`src/rtl/gpio_axi_master.sv`:
```
// gpio_axi_master: AXI-Lite initiator issuing one single-beat read or write at a time.
// Define GPIO_AXI_MASTER_TIMEOUT_EN to build the bus-wait watchdog that aborts with rsp_err.
module gpio_axi_master #(
    parameter int TIMEOUT = 255
) (
    input  logic        clock,
    input  logic        reset,
    input  logic        cmd_valid,
    output logic        cmd_ready,
    input  logic        cmd_write,
    input  logic [31:0] cmd_addr,
    input  logic [31:0] cmd_wdata,
    output logic        rsp_valid,
    input  logic        rsp_ready,
    output logic [31:0] rsp_rdata,
    output logic        rsp_err,
    output logic [31:0] WAddress,
    output logic        AWvalid,
    input  logic        AWready,
    output logic [31:0] Wdata,
    output logic        Wvalid,
    input  logic        Wready,
    input  logic        Bvalid,
    output logic        Bready,
    output logic [31:0] RAddress,
    output logic        ARvalid,
    input  logic        ARready,
    input  logic        Rvalid,
    output logic        Rready,
    input  logic [31:0] Rdata
);
    // state | meaning
    // IDLE  | cmd_ready high, waiting for a command
    // WREQ  | AW and W valids outstanding, each dropped on its own handshake
    // WRESP | Bready high, waiting for the write response
    // RREQ  | ARvalid high, waiting for ARready
    // RDATA | Rready high, waiting for read data
    // DONE  | rsp_valid high until the requester takes it
    typedef enum logic [2:0] {IDLE, WREQ, WRESP, RREQ, RDATA, DONE} state_t;

    state_t      state_q, state_d;
    logic        cmd_ready_q, cmd_ready_d;
    logic        aw_valid_q, aw_valid_d;
    logic        w_valid_q, w_valid_d;
    logic        b_ready_q, b_ready_d;
    logic        ar_valid_q, ar_valid_d;
    logic        r_ready_q, r_ready_d;
    logic        rsp_valid_q, rsp_valid_d;
    logic [31:0] waddr_q, waddr_d;
    logic [31:0] wdata_q, wdata_d;
    logic [31:0] raddr_q, raddr_d;
    logic [31:0] rdata_q, rdata_d;

    if (TIMEOUT < 1) begin : g_timeout_range
        $error("gpio_axi_master: TIMEOUT must be at least 1");
    end

`ifdef GPIO_AXI_MASTER_TIMEOUT_EN
    localparam int CW = $clog2(TIMEOUT + 1);
    logic [CW-1:0] cnt_q, cnt_d;
    logic          err_q, err_d;
    logic          expired;

    // Abort on the TIMEOUT-th consecutive cycle spent in one wait state.
    assign expired = (cnt_q == CW'(TIMEOUT - 1));
`endif

    always_comb begin
        state_d     = state_q;
        cmd_ready_d = cmd_ready_q;
        aw_valid_d  = aw_valid_q;
        w_valid_d   = w_valid_q;
        b_ready_d   = b_ready_q;
        ar_valid_d  = ar_valid_q;
        r_ready_d   = r_ready_q;
        rsp_valid_d = rsp_valid_q;
        waddr_d     = waddr_q;
        wdata_d     = wdata_q;
        raddr_d     = raddr_q;
        rdata_d     = rdata_q;
`ifdef GPIO_AXI_MASTER_TIMEOUT_EN
        cnt_d       = cnt_q;
        err_d       = err_q;
`endif
        case (state_q)
            IDLE: begin
                cmd_ready_d = 1'b1;
                if (cmd_valid && cmd_ready_q) begin
                    cmd_ready_d = 1'b0;
                    waddr_d     = cmd_addr;
                    raddr_d     = cmd_addr;
                    wdata_d     = cmd_wdata;
                    rdata_d     = '0;
`ifdef GPIO_AXI_MASTER_TIMEOUT_EN
                    err_d       = 1'b0;
`endif
                    if (cmd_write) begin
                        state_d    = WREQ;
                        aw_valid_d = 1'b1;
                        w_valid_d  = 1'b1;
                    end else begin
                        state_d    = RREQ;
                        ar_valid_d = 1'b1;
                    end
                end
            end
            WREQ: begin
                if (aw_valid_q && AWready) aw_valid_d = 1'b0;
                if (w_valid_q && Wready)   w_valid_d  = 1'b0;
                if (!aw_valid_d && !w_valid_d) begin
                    state_d   = WRESP;
                    b_ready_d = 1'b1;
                end
            end
            WRESP: begin
                if (Bvalid) begin
                    state_d     = DONE;
                    b_ready_d   = 1'b0;
                    rsp_valid_d = 1'b1;
                end
            end
            RREQ: begin
                if (ARready) begin
                    state_d    = RDATA;
                    ar_valid_d = 1'b0;
                    r_ready_d  = 1'b1;
                end
            end
            RDATA: begin
                if (Rvalid) begin
                    state_d     = DONE;
                    r_ready_d   = 1'b0;
                    rdata_d     = Rdata;
                    rsp_valid_d = 1'b1;
                end
            end
            DONE: begin
                if (rsp_ready) begin
                    state_d     = IDLE;
                    rsp_valid_d = 1'b0;
                    cmd_ready_d = 1'b1;
                end
            end
            default: state_d = IDLE;
        endcase
`ifdef GPIO_AXI_MASTER_TIMEOUT_EN
        // A handshake landing on the expiry cycle wins over the abort.
        if (state_d != state_q) begin
            cnt_d = '0;
        end else if (state_q inside {WREQ, WRESP, RREQ, RDATA}) begin
            if (expired) begin
                state_d     = DONE;
                aw_valid_d  = 1'b0;
                w_valid_d   = 1'b0;
                b_ready_d   = 1'b0;
                ar_valid_d  = 1'b0;
                r_ready_d   = 1'b0;
                rsp_valid_d = 1'b1;
                rdata_d     = '0;
                err_d       = 1'b1;
                cnt_d       = '0;
            end else begin
                cnt_d = cnt_q + CW'(1);
            end
        end
`endif
    end

    always_ff @(posedge clock or negedge reset) begin
        if (!reset) begin
            state_q     <= IDLE;
            cmd_ready_q <= 1'b0;
            aw_valid_q  <= 1'b0;
            w_valid_q   <= 1'b0;
            b_ready_q   <= 1'b0;
            ar_valid_q  <= 1'b0;
            r_ready_q   <= 1'b0;
            rsp_valid_q <= 1'b0;
            waddr_q     <= '0;
            wdata_q     <= '0;
            raddr_q     <= '0;
            rdata_q     <= '0;
`ifdef GPIO_AXI_MASTER_TIMEOUT_EN
            cnt_q       <= '0;
            err_q       <= 1'b0;
`endif
        end else begin
            state_q     <= state_d;
            cmd_ready_q <= cmd_ready_d;
            aw_valid_q  <= aw_valid_d;
            w_valid_q   <= w_valid_d;
            b_ready_q   <= b_ready_d;
            ar_valid_q  <= ar_valid_d;
            r_ready_q   <= r_ready_d;
            rsp_valid_q <= rsp_valid_d;
            waddr_q     <= waddr_d;
            wdata_q     <= wdata_d;
            raddr_q     <= raddr_d;
            rdata_q     <= rdata_d;
`ifdef GPIO_AXI_MASTER_TIMEOUT_EN
            cnt_q       <= cnt_d;
            err_q       <= err_d;
`endif
        end
    end

    assign cmd_ready = cmd_ready_q;
    assign rsp_valid = rsp_valid_q;
    assign rsp_rdata = rdata_q;
    assign WAddress  = waddr_q;
    assign AWvalid   = aw_valid_q;
    assign Wdata     = wdata_q;
    assign Wvalid    = w_valid_q;
    assign Bready    = b_ready_q;
    assign RAddress  = raddr_q;
    assign ARvalid   = ar_valid_q;
    assign Rready    = r_ready_q;
`ifdef GPIO_AXI_MASTER_TIMEOUT_EN
    assign rsp_err   = err_q;
`else
    assign rsp_err   = 1'b0;
`endif

endmodule
```
`config.mk`:
```
export PLATFORM = sky130hd
export DESIGN_NAME = gpio_axi_master
export DESIGN_NICKNAME = d
export VERILOG_FILES = /design/src/rtl/gpio_axi_master.sv
export SDC_FILE = /design/constraint.sdc
export NUM_CORES = 1
export LEC_CHECK = 0
export ABC_AREA = 1
export CORE_MARGIN = 1.5
export CORE_UTILIZATION = 44
export CTS_BUF_LIST = sky130_fd_sc_hd__clkbuf_2 sky130_fd_sc_hd__clkbuf_4 sky130_fd_sc_hd__clkbuf_8
export CTS_CLUSTER_SIZE = 16
export DETAILED_ROUTE_END_ITERATION = 8
export GPL_TIMING_DRIVEN = 0
export PLACE_DENSITY = 0.86
export SETUP_SLACK_MARGIN = 0.15
export SYNTH_ARGS = -nofsm -noshare
export SYNTH_HDL_FRONTEND = slang
export SYNTH_SLANG_ARGS = --single-unit
```
`constraint.sdc`:
```
create_clock -name clock -period 3.6 [get_ports clock]
set_input_delay 0.54 -clock clock [delete_from_list [all_inputs] [get_ports clock]]
set_output_delay 0.54 -clock clock [all_outputs]
set_load 0.05 [all_outputs]
```
==> results of run 1 <==
[cells by family after synthesis]
kind of cell	Yosys count	share of synthesized area [%]
AOI/OAI and AO/OA	45	4.87
buffers and inverters	81	10.9
DFF	106	57.3
other	1	0.0810
and+or+nand+nor	301	26.8
[synthesized netlist by cell type]
cell type and instances:
nor2_1 11, nand2_1 244, dfrtp_1 106, buf_6 7
a21oi_1 9, nand4_1 33, nor2_4 1, clkbuf_1 11
nand3b_1 1, buf_2 11, nor2_2 1, nor3_1 1
nand2_2 1, inv_1 12, conb_1 1, clkbuf_2 3
nand3_1 8, inv_2 2, o21ai_0 36, buf_4 35
[flip-flops by register name, indices dropped and copies added, names as in the netlist]
signal and flops:
rsp_rdata 32, state_q 3, Wvalid 1, ARvalid 1, cmd_ready 1, Rready 1, AWvalid 1, Bready 1
Wdata 32, rsp_valid 1, RAddress 32
[cell type report]
cell class              instances  area share (%)
repair buffers                240            32.6
multi-input cells             347            19.8
well taps                     136            2.29
clock buffers                  10            1.85
inverters                      14           0.708
flip-flops and latches        106            35.7
clock inverters                 6           0.977
plain buffers                  67            6.10
[metal layers]
metal,wire (µm),share of wire [%],track usage [%],up-vias
met5,0,0,0,-
met4,244,1.8,7.43,0
met3,1000,7.2,6.25,18
met2,7330,53,45.7,184
met1,5310,38,28.0,2181
li1,-,-,-,2160
[power by group]
group          switching (mW)  leakage (nW)  internal [mW]
logic                    3.59          2.20           1.78
clock network           0.419         0.109          0.351
registers               0.332          1.35           1.71
[critical path: cells and delay by family (launching register included)]
| kind | cells | cell delay (ps) |
|---|---|---|
| buffers and inverters | 2 | 930 |
| DFF | 1 | 410 |
[path summary, 6_finish.rpt]
check,startpoint,end,slack [ps],depth (start not counted)
max,RAddress[17]$_DFFE_PN0P_,WAddress[17],1380,2
min,reset,AWvalid$_DFFE_PN0P_,210,1
max reg2reg,state_q[1]$_DFFE_PN0P_,rsp_rdata[17]$_DFFE_PN0P_,1970,8
min reg2reg,Wdata[11]$_DFFE_PN0P_,Wdata[11]$_DFFE_PN0P_,480,2
max in group asynchronous,reset,RAddress[30]$_DFFE_PN0P_,2670,2
min in group clock,Wdata[11]$_DFFE_PN0P_,Wdata[11]$_DFFE_PN0P_,480,2
[metrics by stage]
stage / area (µm²) / power, mW / std cells / setup TNS, ps
after CTS: 7420 / 8.22 / 926 / 0
final: 7420 / 8.19 / 926 / 0
after floorplan: 4630 / 5.59 / 534 / 0
after global routing: 7420 / 8.57 / 926 / 0
after global placement: 7190 / 7.32 / 909 / -197190
after detailed placement: 7210 / 7.44 / 910 / 0
==> impl_metrics.ini, run 1 <==
[synth]
yosys-top-cells-area = dfrtp_1 57%, nand2_1 20%, buf_4 5.7%, nand4_1 4.5%, o21ai_0 3.9%
synth-seq-cells = 106
synth.yosys.seq_area_share_pct = 57.3
synth_area_um2 = 4630
synth_top_area_share_pct = 57.3
ys_warn_count = 0
syn_nets = 640
yosysTopAreaCell = dfrtp_1
netlist_instances = 534
synth_area_per_cell_um2 = 8.66
yosys.cell_types.count = 20

[hold_path]
hold_class = input pin to async pin

[grt]
grt_usage_pct = 24.7
antenna_found_initial = 0
grt_remaining_overflow = 0
grt_max_degree = 55
grt_pass1_vias = 4434
grt_first_pass_wirelength_mm = 21.8

[sta]
report.final.hold_viol_count = 0
slew_violations = 0
fin_crit_ps = 2220
tightest_slew_ps = 692
timing.slew.headroom_pct = 53.9
rsz0062_at_grt = no
setup_slack_ps = 1380
hold_slack_ps = 209
fmax_mhz = 450
setup_viol = 0
fin_crit_sh_pct = 61.7
fin_worst_skew_ps = 13.8

[cells_and_area]
mostFrequentLayoutCells = 244 x nand2_1, 238 x clkdlybuf4s50_1, 106 x dfrtp_1
drive_gt1_share_pct = 10.0
seqCellArea_um2 = 2650
multi_input_area_um2 = 1470
final_common_cell = nand2_1
area_growth_pct = 60.5
final_util_pct = 72.2
n_antenna_cell = 0
num-fill-cells = 780
fin_nets = 891

[floorplan]
ios = 242
dieArea_um2 = 11100
die_h_um = 106
rows = 37
initial_core_util_pct = 45.0
fp.dieW_um = 106
coreArea_um2 = 10300

[clocking]
clockBufferDepth = 2
cts.sinks = 106
postCtsHoldBufs = 0
clk_pin_slew_ps = 100
insertion_delay_ps = 360
cts_buffers = 9
cts_root_buf = clkbuf_8
post-cts-setup-buffers = 0
cts.repair.resized = 0
h-tree-depth = 3
cts_tree = yes

[routing]
drt_iter0_drc = 243
vias = 4543
routedWlPerCell_um = 15.0
route.detailed.drc = 0
routed_wl_mm = 13.9
via_per_inst = 4.91
antenna_left = 0
first_pass_iters = 4

[pwr]
leakage_nw = 3.66
ir_drop_mv = 0.649
p_per_area_nw_per_um2 = 1100

[worst_setup_path]
max_stage_delay_ps = 800
endpoint_kind = output pin
critical_path_class = flip-flop to output pin
crit_required_ps = 3060
crit_arrival_ps = 1680
path_cells = buf_4, clkdlybuf4s50_1
crit_fanout = 3
slowest_stage = clkdlybuf4s50_1
setup.worst_path.start_class = flip-flop

[flow_run]
drv_cap = 0

[place]
io_buffers = 239
dp_hpwl_mm = 10.9
preCtsSetupSlack_ps = 1550
gp_congestion = 0.862

[run_status]
status = finished clean
(Power assumes the default switching activity.)
==> inputs of run 2 (changes only) <==
--- a/config.mk
+++ b/config.mk
@@ -7,12 +7,12 @@
 export LEC_CHECK = 0
 export ABC_AREA = 1
 export CORE_MARGIN = 1.5
-export CORE_UTILIZATION = 44
+export CORE_UTILIZATION = 37
 export CTS_BUF_LIST = sky130_fd_sc_hd__clkbuf_2 sky130_fd_sc_hd__clkbuf_4 sky130_fd_sc_hd__clkbuf_8
 export CTS_CLUSTER_SIZE = 16
 export DETAILED_ROUTE_END_ITERATION = 8
 export GPL_TIMING_DRIVEN = 0
-export PLACE_DENSITY = 0.86
+export PLACE_DENSITY = 0.77
 export SETUP_SLACK_MARGIN = 0.15
 export SYNTH_ARGS = -nofsm -noshare
 export SYNTH_HDL_FRONTEND = slang
==> constraint.sdc (replaced) <==
create_clock -name clock -period 1.99 [get_ports clock]
set_input_delay 0.2985 -clock clock [delete_from_list [all_inputs] [get_ports clock]]
set_output_delay 0.2985 -clock clock [all_outputs]
set_load 0.05 [all_outputs]
==> impl_metrics.ini, run 2 (synthesis results as in run 1) <==
[run_status]
status = finished clean

[grt]
use_met1_pct = 24.8
grt_usage_pct = 20.8
grt_max_degree = 59
grt_remaining_overflow = 0
antenna_found_initial = 0
grtUsageMet2_pct = 36.2
grtUsageMet3_pct = 6.38
grt_pass1_vias = 4317
top_usage_layer = met2
grt_first_pass_wirelength_mm = 21.5

[hold_path]
min_delay_path_depth = 3
hold_end = rsp_rdata[0]$_DFFE_PN0P_
hp-start = Rvalid
hold_class = input pin to flip-flop

[routing]
route.detailed.drc = 0
via_per_inst = 4.64
antenna_left = 0
drt_iter0_drc = 313
first_pass_iters = 4
routedWlPerCell_um = 14.3
routed_wl_mm = 13.8
vias = 4449

[sta]
rsz0062_at_grt = no
fin_crit_ps = 1690
fmax_mhz = 592
fin_worst_skew_ps = 8.87
slew_violations = 0
tightest_slew_ps = 655
fin_crit_sh_pct = 84.8
report.final.hold_viol_count = 0
hold_slack_ps = 313
timing.slew.headroom_pct = 56.4
setup_slack_ps = 302
setup_viol = 0

[clocking]
cts_root_buf = clkbuf_8
cts_buffers = 9
cts.sinks = 106
clk_pin_slew_ps = 100
h-tree-depth = 3
clockBufferDepth = 2
cts_tree = yes
insertion_delay_ps = 360
post-cts-setup-buffers = 0

[cells_and_area]
final_common_cell = nand2_1
fin_cells = 959
mostFrequentLayoutCells = 243 x nand2_1, 131 x dlygate4sd2_1, 106 x dfrtp_1
fin_nets = 892
area_growth_pct = 58.2
n_antenna_cell = 0
fin_area_um2 = 7320
drive_gt1_share_pct = 10.1

[flow_run]
drv_cap = 0

[floorplan]
coreArea_um2 = 12100
rows = 40
ios = 242
die_h_um = 115
initial_core_util_pct = 38.2
dieArea_um2 = 13200
fp.dieW_um = 115

[worst_setup_path]
crit_required_ps = 1690
setup.worst_path.start_class = flip-flop
path_cells = buf_4, dlygate4sd2_1
r2r_start = state_q[1]$_DFFE_PN0P_
ff2ff_path_depth = 9
endpoint_kind = output pin
r2r-end = Wdata[3]$_DFFE_PN0P_
slowest_stage = dlygate4sd2_1
crit_arrival_ps = 1390
r2r_setup_slack_ps = 330
max_stage_delay_ps = 520
critical_path_class = flip-flop to output pin
crit_fanout = 3

[place]
dp.cells = 942
dp_hpwl_mm = 10.7
io_buffers = 239
preCtsSetupSlack_ps = 192
gp_congestion = 0.871
dpl_cell_area_um2 = 7250

[pwr]
p_per_area_nw_per_um2 = 1900
p_total_mw = 13.9
ir_drop_mv = 1.16
leakage_nw = 4.11
==> run 2: area by class of cell <==
cell class | count | area, µm²
inverters | 14 | 52.6
clock inverters | 4 | 48.8
well taps | 168 | 210
multi-input cells | 347 | 1470
flip-flops and latches | 106 | 2650
clock buffers | 12 | 159
plain buffers | 67 | 453
fillers | 1110 | 4790
repair buffers | 241 | 2270
==> run 2: per-layer routing <==
metal  up-vias  share of wire, %  wire (µm)
li1       2158                 -          -
met1      2090                40       5440
met2       184                50       6840
met3        17               9.4       1290
met4         0               1.3        184
met5         -                 0          0
==> run 2: where the power goes <==
part	total (mW)	switching, mW	internal (mW)
Combinational	8.87	6.47	2.40
Clock	1.38	0.718	0.667
Sequential	3.67	0.563	3.10
==> run 2: timing repair <==
item,4_1_cts,5_1_grt
cloned,0,0
setup endpoints to repair,131,5
pin swaps,0,0
endpoints found under the hold margin,48,0
hold buffers,1,0
resized for setup,131,5
==> run 2: worst max path at each step <==
stage,startpoint,end,slack (ps),cells after the start
after global routing,state_q[2]$_DFFE_PN0P_,rsp_rdata[30]$_DFFE_PN0P_,170,6
after floorplan,cmd_ready$_DFFE_PN0P_,rsp_rdata[10]$_DFFE_PN0P_,470,6
after detailed placement,cmd_valid,rsp_rdata[30]$_DFFE_PN0P_,190,7
after CTS,rsp_rdata[9]$_DFFE_PN0P_,rsp_rdata[9],150,1
after global placement,reset,RAddress[29]$_DFFE_PN0P_,-3320,1
final,RAddress[6]$_DFFE_PN0P_,WAddress[6],300,2
==> run 2: per-stage QoR <==
stage | util [%] | setup TNS [ps]
4_1_cts | 60.3 | 0
2_1_floorplan | - | 0
3_5_place_dp | 59.9 | 0
6_report | 60.4 | 0
5_1_grt | 60.4 | 0
3_3_place_gp | 59.7 | -350950
==> run 2: worst max-delay path, delay by kind of cell, from the launching register on <==
kind | cells | cell delay [ps]
DFF | 1 | 390
buffers and inverters | 2 | 640
